===== src/rtl/hazard_scoreboard_if.sv =====
// D-stage hazard query bundle: decoded D-stage source/destination info in,
// stall / forwarding selects / HI-LO busy out.
interface hazard_scoreboard_if #(
  parameter int TNEW_W = 2
);
  logic [4:0]        d_rs;
  logic [4:0]        d_rt;
  logic [TNEW_W-1:0] d_tuse_rs;
  logic [TNEW_W-1:0] d_tuse_rt;
  logic              d_wr_en;
  logic [4:0]        d_wa;
  logic [TNEW_W-1:0] d_tnew;
  logic              d_md_start;
  logic              d_md_div;
  logic              d_hilo;
  logic              stall;
  logic [1:0]        fwd_rs;
  logic [1:0]        fwd_rt;
  logic              md_busy;

  modport master (
    output d_rs, d_rt, d_tuse_rs, d_tuse_rt, d_wr_en, d_wa, d_tnew,
           d_md_start, d_md_div, d_hilo,
    input  stall, fwd_rs, fwd_rt, md_busy
  );

  modport slave (
    input  d_rs, d_rt, d_tuse_rs, d_tuse_rt, d_wr_en, d_wa, d_tnew,
           d_md_start, d_md_div, d_hilo,
    output stall, fwd_rs, fwd_rt, md_busy
  );
endinterface


===== src/rtl/hazard_scoreboard.sv =====
// Scoreboard-based MIPS hazard unit: in-flight write slots with self-decrementing Tnew.
// HAZARD_MD_EN compiles in the multiply/divide busy counter and HI/LO interlock.
module hazard_scoreboard #(
  parameter int STAGES   = 3,
  parameter int TNEW_W   = 2,
  parameter int MULT_LAT = 5,
  parameter int DIV_LAT  = 10
) (
  input  logic                 clk,
  input  logic                 reset,
  hazard_scoreboard_if.slave   hz
);

  localparam int IDX_W = (STAGES > 2) ? $clog2(STAGES) : 1;

  typedef struct packed {
    logic              vld;
    logic [4:0]        wa;
    logic [TNEW_W-1:0] tnew;
  } slot_t;

  typedef struct packed {
    logic              hit;
    logic [IDX_W-1:0]  idx;
    logic [TNEW_W-1:0] tnew;
  } match_t;

  slot_t  slot_q [STAGES];
  match_t rs_m;
  match_t rt_m;
  logic   rs_stall;
  logic   rt_stall;
  logic   hilo_stall;
  logic   stall_int;
  logic   md_busy_int;

  function automatic logic [TNEW_W-1:0] sat_dec(input logic [TNEW_W-1:0] t);
    return (t == '0) ? '0 : t - TNEW_W'(1);
  endfunction

  // Scan oldest to youngest so the lowest-index producer wins.
  function automatic match_t lookup(input logic [4:0] r);
    match_t m;
    m = '0;
    for (int k = STAGES - 1; k >= 0; k--) begin
      if (slot_q[k].vld && slot_q[k].wa != 5'd0 && slot_q[k].wa == r) begin
        m.hit  = 1'b1;
        m.idx  = IDX_W'(k);
        m.tnew = slot_q[k].tnew;
      end
    end
    return m;
  endfunction

  // Slot 0 (E) never forwards; only a finished result in M or W does.
  function automatic logic [1:0] fwd_sel(input match_t m);
    logic [1:0] f;
    f = 2'd0;
    if (m.hit && m.tnew == '0) begin
      if (m.idx == IDX_W'(1))      f = 2'd1;
      else if (m.idx == IDX_W'(2)) f = 2'd2;
    end
    return f;
  endfunction

  always_comb begin
    rs_m = lookup(hz.d_rs);
    rt_m = lookup(hz.d_rt);
  end

  assign rs_stall  = rs_m.hit && (hz.d_tuse_rs != '1) && (hz.d_tuse_rs < rs_m.tnew);
  assign rt_stall  = rt_m.hit && (hz.d_tuse_rt != '1) && (hz.d_tuse_rt < rt_m.tnew);
  assign stall_int = rs_stall | rt_stall | hilo_stall;

  assign hz.stall   = stall_int;
  assign hz.fwd_rs  = fwd_sel(rs_m);
  assign hz.fwd_rt  = fwd_sel(rt_m);
  assign hz.md_busy = md_busy_int;

  always_ff @(posedge clk) begin
    if (reset) begin
      for (int k = 0; k < STAGES; k++) slot_q[k] <= '0;
    end else begin
      for (int k = 1; k < STAGES; k++) begin
        slot_q[k] <= '{vld: slot_q[k-1].vld, wa: slot_q[k-1].wa,
                       tnew: sat_dec(slot_q[k-1].tnew)};
      end
      if (!stall_int)
        slot_q[0] <= '{vld: hz.d_wr_en, wa: hz.d_wa, tnew: sat_dec(hz.d_tnew)};
      else
        slot_q[0] <= '0;
    end
  end

`ifdef HAZARD_MD_EN
  localparam int MD_MAX = (DIV_LAT > MULT_LAT) ? DIV_LAT : MULT_LAT;
  localparam int MD_W   = $clog2(MD_MAX + 1);

  logic [MD_W-1:0] md_cnt;

  // A start can only be accepted with the counter idle, since HI/LO users stall on busy.
  always_ff @(posedge clk) begin
    if (reset)
      md_cnt <= '0;
    else if (hz.d_md_start && !stall_int)
      md_cnt <= hz.d_md_div ? MD_W'(DIV_LAT) : MD_W'(MULT_LAT);
    else if (md_cnt != '0)
      md_cnt <= md_cnt - MD_W'(1);
  end

  assign md_busy_int = (md_cnt != '0);
  assign hilo_stall  = hz.d_hilo && md_busy_int;
`else
  logic md_unused;
  assign md_unused   = ^{hz.d_md_start, hz.d_md_div, hz.d_hilo};
  assign md_busy_int = 1'b0;
  assign hilo_stall  = 1'b0;
`endif

endmodule

===== src/flat_wrapper.sv =====
// flat-port wrapper written by rule: the top's interface ports become plain ports
module hazard_scoreboard_flat 
#(
  parameter int STAGES   = 3,
  parameter int TNEW_W   = 2,
  parameter int MULT_LAT = 5,
  parameter int DIV_LAT  = 10
)
  (clk, reset, hz_d_rs, hz_d_rt, hz_d_tuse_rs, hz_d_tuse_rt, hz_d_wr_en, hz_d_wa, hz_d_tnew, hz_d_md_start, hz_d_md_div, hz_d_hilo, hz_stall, hz_fwd_rs, hz_fwd_rt, hz_md_busy);
  hazard_scoreboard_if #(.TNEW_W(TNEW_W)) hz_i ();
  input  logic clk;
  input  logic reset;
  input wire logic [$bits(hz_i.d_rs)-1:0] hz_d_rs;
  input wire logic [$bits(hz_i.d_rt)-1:0] hz_d_rt;
  input wire logic [$bits(hz_i.d_tuse_rs)-1:0] hz_d_tuse_rs;
  input wire logic [$bits(hz_i.d_tuse_rt)-1:0] hz_d_tuse_rt;
  input wire logic [$bits(hz_i.d_wr_en)-1:0] hz_d_wr_en;
  input wire logic [$bits(hz_i.d_wa)-1:0] hz_d_wa;
  input wire logic [$bits(hz_i.d_tnew)-1:0] hz_d_tnew;
  input wire logic [$bits(hz_i.d_md_start)-1:0] hz_d_md_start;
  input wire logic [$bits(hz_i.d_md_div)-1:0] hz_d_md_div;
  input wire logic [$bits(hz_i.d_hilo)-1:0] hz_d_hilo;
  output wire logic [$bits(hz_i.stall)-1:0] hz_stall;
  output wire logic [$bits(hz_i.fwd_rs)-1:0] hz_fwd_rs;
  output wire logic [$bits(hz_i.fwd_rt)-1:0] hz_fwd_rt;
  output wire logic [$bits(hz_i.md_busy)-1:0] hz_md_busy;
  assign hz_i.d_rs = hz_d_rs;
  assign hz_i.d_rt = hz_d_rt;
  assign hz_i.d_tuse_rs = hz_d_tuse_rs;
  assign hz_i.d_tuse_rt = hz_d_tuse_rt;
  assign hz_i.d_wr_en = hz_d_wr_en;
  assign hz_i.d_wa = hz_d_wa;
  assign hz_i.d_tnew = hz_d_tnew;
  assign hz_i.d_md_start = hz_d_md_start;
  assign hz_i.d_md_div = hz_d_md_div;
  assign hz_i.d_hilo = hz_d_hilo;
  assign hz_stall = hz_i.stall;
  assign hz_fwd_rs = hz_i.fwd_rs;
  assign hz_fwd_rt = hz_i.fwd_rt;
  assign hz_md_busy = hz_i.md_busy;
  hazard_scoreboard #(.STAGES(STAGES), .TNEW_W(TNEW_W), .MULT_LAT(MULT_LAT), .DIV_LAT(DIV_LAT)) u_core (.clk(clk), .reset(reset), .hz(hz_i));
endmodule

===== config.mk =====
export PLATFORM = sky130hd
export DESIGN_NAME = hazard_scoreboard_flat
export DESIGN_NICKNAME = d
export VERILOG_FILES = /design/src/rtl/hazard_scoreboard_if.sv /design/src/rtl/hazard_scoreboard.sv /design/src/flat_wrapper.sv
export SDC_FILE = /design/constraint.sdc
export NUM_CORES = 1
export LEC_CHECK = 0
export BUFFER_PORTS_ARGS = -buffer_cell sky130_fd_sc_hd__clkbuf_2
export CAP_MARGIN = 20
export CELL_PAD_IN_SITES_DETAIL_PLACEMENT = 1
export CELL_PAD_IN_SITES_GLOBAL_PLACEMENT = 2
export CORE_AREA = 2 2 69 71
export CTS_BUF_LIST = sky130_fd_sc_hd__clkbuf_8
export DETAILED_ROUTE_END_ITERATION = 10
export DIE_AREA = 0 0 71 73
export PLACE_DENSITY_LB_ADDON = 0.1
export SKIP_CTS_REPAIR_TIMING = 1
export SYNTH_ARGS = -nofsm -noshare
export SYNTH_HDL_FRONTEND = slang
export SYNTH_SLANG_ARGS = --single-unit
export TNS_END_PERCENT = 10

===== constraint.sdc =====
create_clock -name clk -period 6 [get_ports clk]
set_input_delay 1.2 -clock clk [delete_from_list [all_inputs] [get_ports clk]]
set_output_delay 1.2 -clock clk [all_outputs]
set_load 0.01 [all_outputs]

# After elaboration in Yosys (flattened, before gate mapping)
# Memories as Yosys holds them, arrays and structs flattened.
# Cells that the tools add are included.
[classes] n_shift=0 multipliers=0 div_mod_pow=0 bitwise_logic=5 muxes=28 eq_ne=12 reduce_logical=23 addsub=3 n_lt_le_gt_ge=2
[ops] operator="8-bit 2-to-1 mux" n=4
[ops] operator="5-bit == test" n=6
[ops] operator="5-bit 2-to-1 mux" n=6
[ops] operator="2-bit 2-to-1 mux" n=9
[ops] operator="1-bit logical AND" n=15
[ops] operator="5-bit nonzero test" n=3
[ops] operator="2-bit logical NOT" n=5
[ops] operator="1-bit 2-to-1 mux" n=9
[ops] operator="2-bit by 1-bit subtractor with 2-bit output, second input constant" n=3
[ops] operator="1-bit OR" n=5
[ops] operator="2-bit by 1-bit == test with 1-bit output, second input constant" n=2
[ops] operator="2-bit == test, second input constant" n=2
[ops] operator="2-bit less-than comparator" n=2
[ops] operator="2-bit inequality test, second input constant" n=2
[word_totals] latch_bits=0 rom_bits=0 input_bits=27 register_bits=0 word_cells=74 out_inout_bits=6 mem_bits_rw=24 memories=1
[mem_list] name="u_core.slot_q" depth=3 width=8 rd=3 rd_clocked_by_memory_dff=0 wr=3 line_no="hazard_scoreboard.sv:28" source="slot_t slot_q [STAGES];"

# Depth between registers and ports, before layout
# Gate-level depths: netlist (run 1).
# An unclocked memory read counts as a cell.
[logic_depth] depth_word=15 ltp_mapped=12 ltp_nobuf=11

# Worst setup path after synthesis (run 1)
# Ideal clock, no wire load.
[synth_timing] kind="input -> output" from="in hz_d_rt[4]" to="out hz_stall" path_buffers=1 t_arrival_ns=3.505 path_stages=10 required_ns=4.800 setup_slack_ns=1.295 cell_sequence="xor2_1 -> or4_1 -> buf_2 -> o221ai_1 -> o21ai_0 -> ha_1 -> o21a_1 -> a311o_1 -> a211oi_4 -> a21o_1"
[synth_via] elab_chain_cells=8 word_cells_on_any_way=13 cone_classes="order compare (1); eq/ne (3); mux (3); bitwise (1); reduce/logical (5)"
[synth_rtl] element="from (decl)" line_no="flat_wrapper.sv:14" source="input wire logic [$bits(hz_i.d_rt)-1:0] hz_d_rt;"
[synth_rtl] element="5-bit == test" line_no="hazard_scoreboard.sv:46" source="if (slot_q[k].vld && slot_q[k].wa != 5'd0 && slot_q[k].wa == r) begin"
[synth_rtl] element="1-bit logical AND" line_no="hazard_scoreboard.sv:46"
[synth_rtl] element="5-bit 2-to-1 mux (2 in series)" line_no="hazard_scoreboard.sv:46"
[synth_rtl] element="5-bit 2-to-1 mux (*)" line_no="hazard_scoreboard.sv:46"
[synth_rtl] element="2-bit less-than comparator or 1-bit logical AND (tied branches)" line_no="hazard_scoreboard.sv:72" source="assign rt_stall = rt_m.hit && (hz.d_tuse_rt != '1) && (hz.d_tuse_rt < rt_m.tnew);"
[synth_rtl] element="1-bit logical AND (*)" line_no="hazard_scoreboard.sv:72"
[synth_rtl] element="1-bit OR (*)" line_no="hazard_scoreboard.sv:73" source="assign stall_int = rs_stall | rt_stall | hilo_stall;"
[synth_rtl] element="to (decl)" line_no="flat_wrapper.sv:23" source="output wire logic [$bits(hz_i.stall)-1:0] hz_stall;"
# Every way passes the cells marked *; elsewhere a longest branch is shown, timed or not.

# Worst setup path after layout (run 1)
[layout_timing] from="in hz_d_rt[1]" to="out hz_stall"
# Same word-level chain as after synthesis.

==> metrics.md, run 1 <==
| Metric | Value |
|---|---|
| Status | finished, final reports clean |
| Pin count of the biggest net entering global routing | 25 |
| Critical path peak fanout | 9 |
| Peak VDD IR | 0.00008571 V |
| GRT Total Usage | 0.1684 |
| Slew headroom | 0.5329 |
| Worst-margin pin slew | 0.7006 ns |
| Starting Density | 0.3708 |
| Nets@finish | 236 |
| Mux share of post-synthesis cell area | 0.01190 |
| Total Power | 420.8 uW |
| Synth Area in Adders | 0.03720 |
| Synth Register Bits | 24 |
| P&R area growth vs syn | 20.54% |
| DR vias | 1283 |
| Core Rows | 25 |
| Most used DFF post-synth | edfxtp_1 |
| Crit path time final | 5.410 ns |
| Synth area leaders | edfxtp_1 (43%), xnor2_1 (8.3%), xor2_1 (6.8%) |
| Finished Layout Cells | 257 |
| Simple-Gate Fraction of Synth Area | 0.1778 |
| XOR/XNOR Fraction of Synth Area | 0.1510 |
| CP required | 4.80 ns |
| Placed insts | 253 |
| Avg Inst Size Synth | 11.06 sq um |
| Final count of hold timing violations | 0 |
| Max FFs per register | 24 |
| Die ar. | 5183 sq um |
| Pleak | 0.0008023 uW |
| Clock transition at the registers of the reported paths | 0.09 ns |
| Number of enable flip-flop cells after synthesis | 24 |
| Async set-reset flop share out of synthesis | 0 |
| Initial antenna violation count | 0 |
| Fmax | 184.8 MHz |
| Power per cell area | 207.6 nW/um^2 |
| Synth top area share | 0.4286 |
| Largest family of logic cells by synthesized area | simple AND/OR/NAND/NOR gates |
| Class of the most critical setup path | in2out |
| Clk_lat worst skew | 0.27 ns |
| ANT nets after route | 0 |
| Slew Viols, Final | 0 |
| Netlist cell types | 43 |
| Die height | 73 um |
| Clk sinks | 24 |
| Yosys top cell by area | edfxtp_1 |
| Core region area | 4536 sq um |
| DRT iter0 DRCs | 35 |
| Vias in the first global route | 1402 |
| Compound-Gate Fraction of Synth Area | 0.1458 |
| Pre-antenna DRT Iters | 4 |
| Drt drc | 0 |
| Syn. warnings | 0 |
| Vias per inst | 4.992 |
| Clock Root Buffer | clkbuf_8 |
| Final Cycle Share | 0.9017 |
| # diodes | 0 |
| CP startpoint kind | primary input |
| Drt total wl | 4.008 mm |
| Clk buf depth | 2 |
| IO Count | 33 |
| Max H-tree Level | 1 |
| Unrepaired setup endpoints after global routing | false |
| Cells after Synth | 152 |
| Drt wl/cell | 15.60 um |
| Register area share after synthesis | 0.4286 |
| Setup crit end kind | output pin |
| Clock skew | 0.003850 ns |
| HP Class | reg2reg |
| Largest Register | u_core.slot_q |
| GP Congestion | 0.7776 |
| Setup TNS | 0 ns |
| Largest regs | u_core.slot_q x24 |
| Max-cap viol count | 0 |
| Grt ovf | 0 |
| Setup-failing EPs final | 0 |
| Share of cells above drive strength 1 | 0.2069 |
| Worst EP arrival | 4.21 ns |
| Dpl hpwl | 3.219 mm |
| Total CTS buffers | 3 |
| Synthesized cell area | 1682 sq um |
| Port bufs | 28 |
| CTS tree | done |
| First-pass GRT wire length | 6.706 mm |
| Die width | 71 um |
-- area by class of cell --
cell class	count	area (sq um)
clock inverter	1	30.03
multi-input combinational	133	974.7
fill	520	2509
inverter	14	52.55
sequential	24	720.7
timing repair buffer	28	140.1
tap	54	67.56
clock buffer	3	41.29
-- critical path, stage by stage --
cell      delay [ns]
clkbuf_2        0.13
xor2_1          0.16
nor4_1          0.57
o211ai_1        0.26
o221ai_1        0.21
o21ai_0         0.13
ha_1            0.34
o21a_1          0.18
a311o_1         0.37
a211oi_4        0.41
a21o_1          0.13
clkbuf_2        0.12
-- per-layer routing --
layer  wire [um]  part of all wire  vias to the layer above  GRT usage
met5           0                 0                        -          0
met4          97             0.024                        0    0.06918
met3         113             0.028                        7    0.01243
met2        1994              0.50                       27     0.3011
met1        1803              0.45                      611     0.2109
li1            -                 -                      638          -
-- cells by family (layout without fill, tap and decap cells) --
| kind of cell | after synthesis | count (layout) |
|---|---|---|
| DFF | 24 | 24 |
| adders and majority gates | 5 | 5 |
| other | 2 | 25 |
| xor gates and xnor gates | 29 | 29 |
| muxes | 2 | 2 |
| AOI/OAI and AO/OA | 23 | 23 |
| and+or+nand+nor | 49 | 49 |
| buffers and inverters | 18 | 46 |
-- power by group --
| group | internal [uW] | leakage (uW) | switching (uW) |
|---|---|---|---|
| clock | 89.3 | 0.0000357 | 55.3 |
| combinational | 30.7 | 0.000522 | 35.6 |
| sequential | 197 | 0.000245 | 12.5 |
-- worst paths after layout --
| kind | start | end | slack, ns | cells after the start |
|---|---|---|---|---|
| worst max-delay path | hz_d_rt[1] | hz_stall | 0.59 | 12 |
| worst max register to register | u_core.slot_q[0][20] | u_core.slot_q[0][7] | 2.49 | 10 |
| worst min-delay path | u_core.slot_q[0][0] | u_core.slot_q[0][8] | 0.60 | 1 |
| worst min register to register | u_core.slot_q[0][0] | u_core.slot_q[0][8] | 0.60 | 1 |
-- cell usage in the layout, fill, tap and decap left out, drive strengths merged, types with 4 or more instances in the layout --
cell / netlist / layout
xnor2: 16 / 16
nor2: 4 / 4
a2111oi: 6 / 6
clkbuf: 2 / 31
ha: 5 / 5
nor2b: 12 / 12
nand2: 6 / 6
nor3: 6 / 6
conb: 2 / 25
nor4: 6 / 6
xor2: 13 / 13
edfxtp: 24 / 24
inv: 14 / 14
-- synth_stat cells, types with 2 or more instances --
master / instances
a2111oi_1: 6
a211oi_1: 2
clkbuf_1: 2
conb_1: 2
edfxtp_1: 24
ha_1: 5
inv_1: 14
mux2i_1: 2
nand2_1: 6
nand4_1: 3
nor2_1: 4
nor2b_1: 12
nor3_1: 6
nor4_1: 4
nor4_2: 2
nor4b_1: 2
or3_1: 2
or4_1: 2
xnor2_1: 16
xor2_1: 13
-- per-stage QoR --
stage,worst slack [ns],instance area [sq um],hold WS [ns],utilization
floorplan,1.295,1768,0.5577,-
global placement,0.7628,1956,0.5811,0.4312
detailed placement,0.6088,1956,0.5932,0.4312
CTS,0.5992,2027,0.6078,0.4469
global route,0.3870,2027,0.6307,0.4469
finish,0.5900,2027,0.6013,0.4469
No activity file was read; power rests on OpenSTA's default activity.
==> run 2: changes to the inputs <==
--- a/config.mk
+++ b/config.mk
@@ -5,14 +5,15 @@
 export SDC_FILE = /design/constraint.sdc
 export NUM_CORES = 1
 export LEC_CHECK = 0
+export ABC_AREA = 1
 export BUFFER_PORTS_ARGS = -buffer_cell sky130_fd_sc_hd__clkbuf_2
 export CAP_MARGIN = 20
 export CELL_PAD_IN_SITES_DETAIL_PLACEMENT = 1
 export CELL_PAD_IN_SITES_GLOBAL_PLACEMENT = 2
-export CORE_AREA = 2 2 69 71
+export CORE_AREA = 2 2 75 77
 export CTS_BUF_LIST = sky130_fd_sc_hd__clkbuf_8
 export DETAILED_ROUTE_END_ITERATION = 10
-export DIE_AREA = 0 0 71 73
+export DIE_AREA = 0 0 77 79
 export PLACE_DENSITY_LB_ADDON = 0.1
 export SKIP_CTS_REPAIR_TIMING = 1
 export SYNTH_ARGS = -nofsm -noshare
==> run 2 against run 1 <==
Effect of this change: power is 10% lower; die area is 17% higher; clock skew is 0.0011 ns lower; non-clock buffer count stayed put; setup slack better by 1.2 ns; maximum frequency is 28% higher; design area is 4.9% higher; core utilization is 4.9 points lower; count of clock-buffer cells in the layout stayed put; critical endpoint unchanged.
==> metrics.md, run 2 <==
| Metric | Value |
|---|---|
| Max-cap viol count | 0 |
| Setup-failing EPs final | 0 |
| Number of enable flip-flop cells after synthesis | 24 |
| GRT Total Usage | 0.1458 |
| Clk sinks | 24 |
| Initial antenna violation count | 0 |
| Met3 Use GR | 0.01818 |
| Max H-tree Level | 1 |
| Yosys top cell by area | edfxtp_1 |
| Final count of hold timing violations | 0 |
| CP cell instances | clkbuf_2, inv_1, nand2_1, nand2_1, nor2_1, nand3_1, nor2_1, inv_1, nor2_1, a31oi_2, ha_1, a21oi_1, o21ai_0, inv_1, nand2_4, nand2_1, clkbuf_2 |
| Core Rows | 27 |
| Layout filler cell count | 710 |
| Async set-reset flop share out of synthesis | 0 |
| Most numerous cell in the Yosys netlist | nand2_1 |
| Setup crit end kind | output pin |
| CP required | 4.80 ns |
| ANT nets after route | 0 |
| Syn. warnings | 0 |
| Drt wl/cell | 11.17 um |
| Top cells by count, synth | nand2_1 (49), inv_1 (43), nor2_1 (34), edfxtp_1 (24) |
| Vias per inst | 4.254 |
| First-pass GRT wire length | 6.844 mm |
| GP Congestion | 0.7175 |
| Hold WS | 0.5586 ns |
| Dpl hpwl | 3.432 mm |
| Synthesized cell area | 1787 sq um |
| Power per cell area | 177.5 nW/um^2 |
| Crit-path slowest cell | ha_1 |
| Die width | 77 um |
| Crit path time final | 4.227 ns |
| Pre-antenna DRT Iters | 4 |
| Peak VDD IR | 0.00007217 V |
| Clock transition at the registers of the reported paths | 0.08 ns |
| WP buf/inv | 5 |
| Synth Register Bits | 24 |
| Largest Register | u_core.slot_q |
| Pin count of the biggest net entering global routing | 18 |
| IO Count | 33 |
| Core region area | 5338 sq um |
| Synth area leaders | edfxtp_1 (40%), nand2_1 (10%), inv_1 (9.0%) |
| Class of the most critical setup path | in2out |
| Vias in the first global route | 1474 |
| Netlist cell types | 26 |
| Nets@finish | 316 |
| Placed insts | 351 |
| Synth top area share | 0.4034 |
| Worst EP arrival | 3.03 ns |
| Post-Route Utilization | 0.3983 |
| DRT iter0 DRCs | 53 |
| Most Crowded Layer GR | met2 |
| Share of cells above drive strength 1 | 0.1873 |
| Setup TNS | 0 ns |
| CP startpoint kind | primary input |
| Clk_lat worst skew | 0.27 ns |
| Max FFs per register | 24 |
| Starting Density | 0.3347 |
| Critical path peak fanout | 4 |
| Drt drc | 0 |
| Register area share after synthesis | 0.4034 |
| Largest regs | u_core.slot_q x24 |
| Total Power | 377.3 uW |
| DR vias | 1510 |
| Met2 Use GR | 0.2377 |
| Port bufs | 28 |
| Die height | 79 um |
| Most common cell after layout, fill and taps aside | nand2_1 |
| Avg Inst Size Synth | 7.735 sq um |
| Unrepaired setup endpoints after global routing | false |
| Cells after Synth | 231 |
| Clk buf depth | 2 |
| HP Class | reg2reg |
| Status | finished, final reports clean |
| Commonest cells after routing, fill and taps aside | nand2_1 (49), inv_1 (43), nor2_1 (34), clkbuf_2 (28), conb_1 (25) |
| Total CTS buffers | 3 |
| # diodes | 0 |
| Met1 usage | 0.1997 |
| CTS tree | done |
| Most used DFF post-synth | edfxtp_1 |
| Clock Root Buffer | clkbuf_8 |
| Grt ovf | 0 |
| Die ar. | 6083 sq um |
| Final Cycle Share | 0.7045 |
| Max stage delay on crit path | 0.20 ns |
| Setup slack, reg-to-reg | 3.60 ns |
| Fmax | 236.6 MHz |
| Delay-heaviest family, CP | simple AND/OR/NAND/NOR gates |
| Pleak | 0.001108 uW |
| P&R area growth vs syn | 18.98% |
| Drt total wl | 3.964 mm |
| Finished Layout Cells | 355 |
| Slew Viols, Final | 0 |
| Clock skew | 0.002749 ns |
==> run 2: layout make-up <==
type / instances / area (sq um) / share of cell area
Multi-Input combinational cell: 182 / 960.9 / 0.4520
Tap cell: 72 / 90.09 / 0.04238
Inverter: 45 / 168.9 / 0.07946
Clock buffer: 3 / 41.29 / 0.01942
Clock inverter: 1 / 3.754 / 0.001766
Timing Repair Buffer: 28 / 140.1 / 0.06592
Sequential cell: 24 / 720.7 / 0.3390
==> run 2: power breakdown <==
part / switching (uW) / total, uW / internal, uW
combinational: 43.9 / 71.6 / 27.7
sequential: 8.96 / 206 / 197
clock: 53.7 / 99.6 / 45.9
total: 107 / 377 / 271
==> run 2: metrics by stage <==
stage               instance area [sq um]  setup WS (ns)
detailed placement                   2081          1.720
floorplan                            1873          2.295
global route                         2126          1.460
CTS                                  2126          1.708
global placement                     2081          1.755
finish                               2126          1.773
==> run 2: final timing paths <==
kind,startpoint,endpoint,depth (start not counted)
worst min register to register,u_core.slot_q[0][0],u_core.slot_q[0][8],1
worst min-delay path,u_core.slot_q[0][0],u_core.slot_q[0][8],1
worst max register to register,u_core.slot_q[0][10],u_core.slot_q[0][7],15
worst max-delay path,hz_d_rt[0],hz_stall,17
==> run 2: worst reg2reg max path, delay by kind of cell, from the launching register on <==
kind,cells,cell delay (ns)
AOI/OAI and AO/OA,4,0.45
xor gates and xnor gates,1,0.20
DFF,1,0.46
and+or+nand+nor,7,0.67
adders and majority gates,1,0.20
buffers and inverters,2,0.20
==> run 2: logic make-up after synthesis <==
group           after synthesis  synth area share
simple gates                125            0.3270
buf+inv                      48            0.1071
flops                        24            0.4034
xor+xnor                     19           0.09314
compound gates                8           0.03011
fa+ha+maj                     5           0.03501
other cells                   2          0.004203
==> run 2: routing by layer <==
layer / up-vias / routed length, um / share of wire
met1: 678 / 1990 / 0.50
met2: 26 / 1787 / 0.45
met4: 0 / 62 / 0.016
met5: - / 0 / 0
met3: 5 / 124 / 0.031
li1: 801 / - / -
==> run 3: changes to the inputs <==
--- a/config.mk
+++ b/config.mk
@@ -10,10 +10,10 @@
 export CAP_MARGIN = 20
 export CELL_PAD_IN_SITES_DETAIL_PLACEMENT = 1
 export CELL_PAD_IN_SITES_GLOBAL_PLACEMENT = 2
-export CORE_AREA = 2 2 75 77
+export CORE_AREA = 2 2 77 79
 export CTS_BUF_LIST = sky130_fd_sc_hd__clkbuf_8
 export DETAILED_ROUTE_END_ITERATION = 10
-export DIE_AREA = 0 0 77 79
+export DIE_AREA = 0 0 79 81
 export PLACE_DENSITY_LB_ADDON = 0.1
 export SKIP_CTS_REPAIR_TIMING = 1
 export SYNTH_ARGS = -nofsm -noshare
==> constraint.sdc (replaced) <==
create_clock -name clk -period 4.03 [get_ports clk]
set_input_delay 0.806 -clock clk [delete_from_list [all_inputs] [get_ports clk]]
set_output_delay 0.806 -clock clk [all_outputs]
set_load 0.01 [all_outputs]
==> run 3 against run 2 <==
Effect of this change: setup slack got worse by 1.2 ns; sequential share of layout area shrank 0.060 points; flip-flop and latch count stayed put; via count shrank 2.3%; combinational power is 51% higher; routed wire length rose by 2.7%; global-route usage is 1.0 points lower; design area increased by 0.18%; first-iteration DRC count fell by 51%; register-to-register slack worse by 2.0 ns; core utilization fell by 2.3 points; largest cell class unchanged; cell count up 0.85%.
==> metrics.md, run 3 (synthesis results as in run 2) <==
| Metric | Value |
|---|---|
| Core Rows | 28 |
| Sw Share | 0.2878 |
| Clock power frac | 0.267 |
| Starting Density | 0.3148 |
| Status | finished, final reports clean |
| Hold path depth | 1 |
| Initial antenna violation count | 0 |
| Drt drc | 0 |
| Largest Register | u_core.slot_q |
| Slew Viols, Final | 0 |
| Hold path start | u_core.slot_q[0][0] |
| GRT Total Usage | 0.1357 |
| Power per cell area | 265.7 nW/um^2 |
| Crit-path most repeated cell | nand2_1 |
| Setup-failing EPs final | 0 |
| Final count of hold timing violations | 0 |
| Levels on crit path | 16 |
| CP cell instances | clkbuf_2, xnor2_1, nand2_1, nor2_1, nand3_1, inv_1, nand2_1, o22ai_1, a31oi_2, ha_1, a21oi_1, o21ai_0, inv_1, nand2_4, nand2_1, clkbuf_2 |
| Max FFs per register | 24 |
| WP buf/inv | 4 |
| Psw | 162.8 uW |
| HP Class | reg2reg |
| Most common cell after layout, fill and taps aside | nand2_1 |
| Setup TNS | 0 ns |
| P&R area growth vs syn | 19.19% |
| Vias per inst | 4.120 |
| CP startpoint kind | primary input |
| IO Count | 33 |
| Setup crit end kind | output pin |
| Pre-antenna DRT Iters | 4 |
| CP required | 3.22 ns |
| Max H-tree Level | 1 |
| Crit-path slowest cell | ha_1 |
| Drt wl/cell | 11.37 um |
| Unrepaired setup endpoints after global routing | false |
| FF-to-FF Start | u_core.slot_q[0][11] |
| Delay-heaviest family, CP | simple AND/OR/NAND/NOR gates |
| Hold WS | 0.5602 ns |
| CTS tree | done |
| Internal power | 403.1 uW |
| Share of cells above drive strength 1 | 0.1873 |
| Largest regs | u_core.slot_q x24 |
| ANT nets after route | 0 |
| Class of the most critical setup path | in2out |
| Core region area | 5675 sq um |
| Total CTS buffers | 3 |
| Reg2Reg Depth | 15 |
| Final Cycle Share | 0.8594 |
| First-pass GRT wire length | 6.651 mm |
| Logic pwr share | 0.190 |
| Port bufs | 28 |
| Peak VDD IR | 0.0001497 V |
| Vias in the first global route | 1436 |
| Seq pwr share | 0.543 |
| DR vias | 1475 |
| Total Power | 565.9 uW |
| Clock Root Buffer | clkbuf_8 |
| Dpl hpwl | 3.427 mm |
| Drt total wl | 4.071 mm |
| Clock transition at the registers of the reported paths | 0.09 ns |
| GP Congestion | 0.7986 |
| Die width | 79 um |
| Die ar. | 6399 sq um |
| # diodes | 0 |
| Die height | 81 um |
| Worst EP arrival | 2.66 ns |
| Clk buf depth | 2 |
| Fmax | 288.7 MHz |
| Pin count of the biggest net entering global routing | 18 |
| Critical path peak fanout | 4 |
| Clock skew | 0.006177 ns |
| Max stage delay on crit path | 0.19 ns |
| Pleak | 0.001108 uW |
| CP startpoint | hz_d_rt[1] |
| Max-cap viol count | 0 |
| Clk_lat worst skew | 0.27 ns |
| Grt ovf | 0 |
| Nets@finish | 316 |
| Commonest cells after routing, fill and taps aside | nand2_1 (49), inv_1 (43), nor2_1 (34), clkbuf_2 (28), conb_1 (25) |
| Clk sinks | 24 |
| DRT iter0 DRCs | 26 |
| Crit path time final | 3.463 ns |
==> run 3: cell counts in the layout (fill, tap and decap cells not counted) <==
Identical to the previous run, type by type.
==> run 3: layout make-up <==
cell class,count,area [sq um]
fill,738,3546
clock buffer,3,41.29
multi-input combinational,182,960.9
tap,75,93.84
inverter,45,168.9
sequential,24,720.7
timing repair buffer,28,140.1
clock inverter,1,3.754
==> run 3: worst paths after layout <==
kind / slack (ns) / endpoint
setup / recovery: 0.57 / hz_stall
hold / removal: 0.56 / u_core.slot_q[0][8]
setup reg to reg: 1.59 / u_core.slot_q[0][7]
hold reg to reg: 0.56 / u_core.slot_q[0][8]
==> run 3: layer usage <==
layer | GRT usage | routed length (um)
met3 | 0.01667 | 93
met5 | 0 | 0
met2 | 0.2398 | 1936
met4 | 0.02586 | 27
met1 | 0.1800 | 2013
==> run 3: through the flow <==
| step | cell area, sq um | utilization | setup slack (ns) | std cells |
|---|---|---|---|---|
| final | 2130 | 0.3752 | 0.5667 | 358 |
| after floorplan | 1873 | - | 1.113 | 254 |
| after global placement | 2085 | 0.3673 | 0.5529 | 354 |
| after detailed placement | 2085 | 0.3673 | 0.5505 | 354 |
| after CTS | 2130 | 0.3752 | 0.5343 | 358 |
| after global routing | 2130 | 0.3752 | 0.2751 | 358 |
==> run 3: power groups by stage <==
| stage | clock [uW] | combinational [uW] | sequential (uW) |
|---|---|---|---|
| finish | 151 | 108 | 307 |
| global route | 164 | 127 | 310 |
| CTS | 155 | 110 | 307 |
| detailed placement | 0 | 109 | 313 |
| global placement | 0 | 107 | 313 |
| floorplan | 0 | 75.7 | 309 |
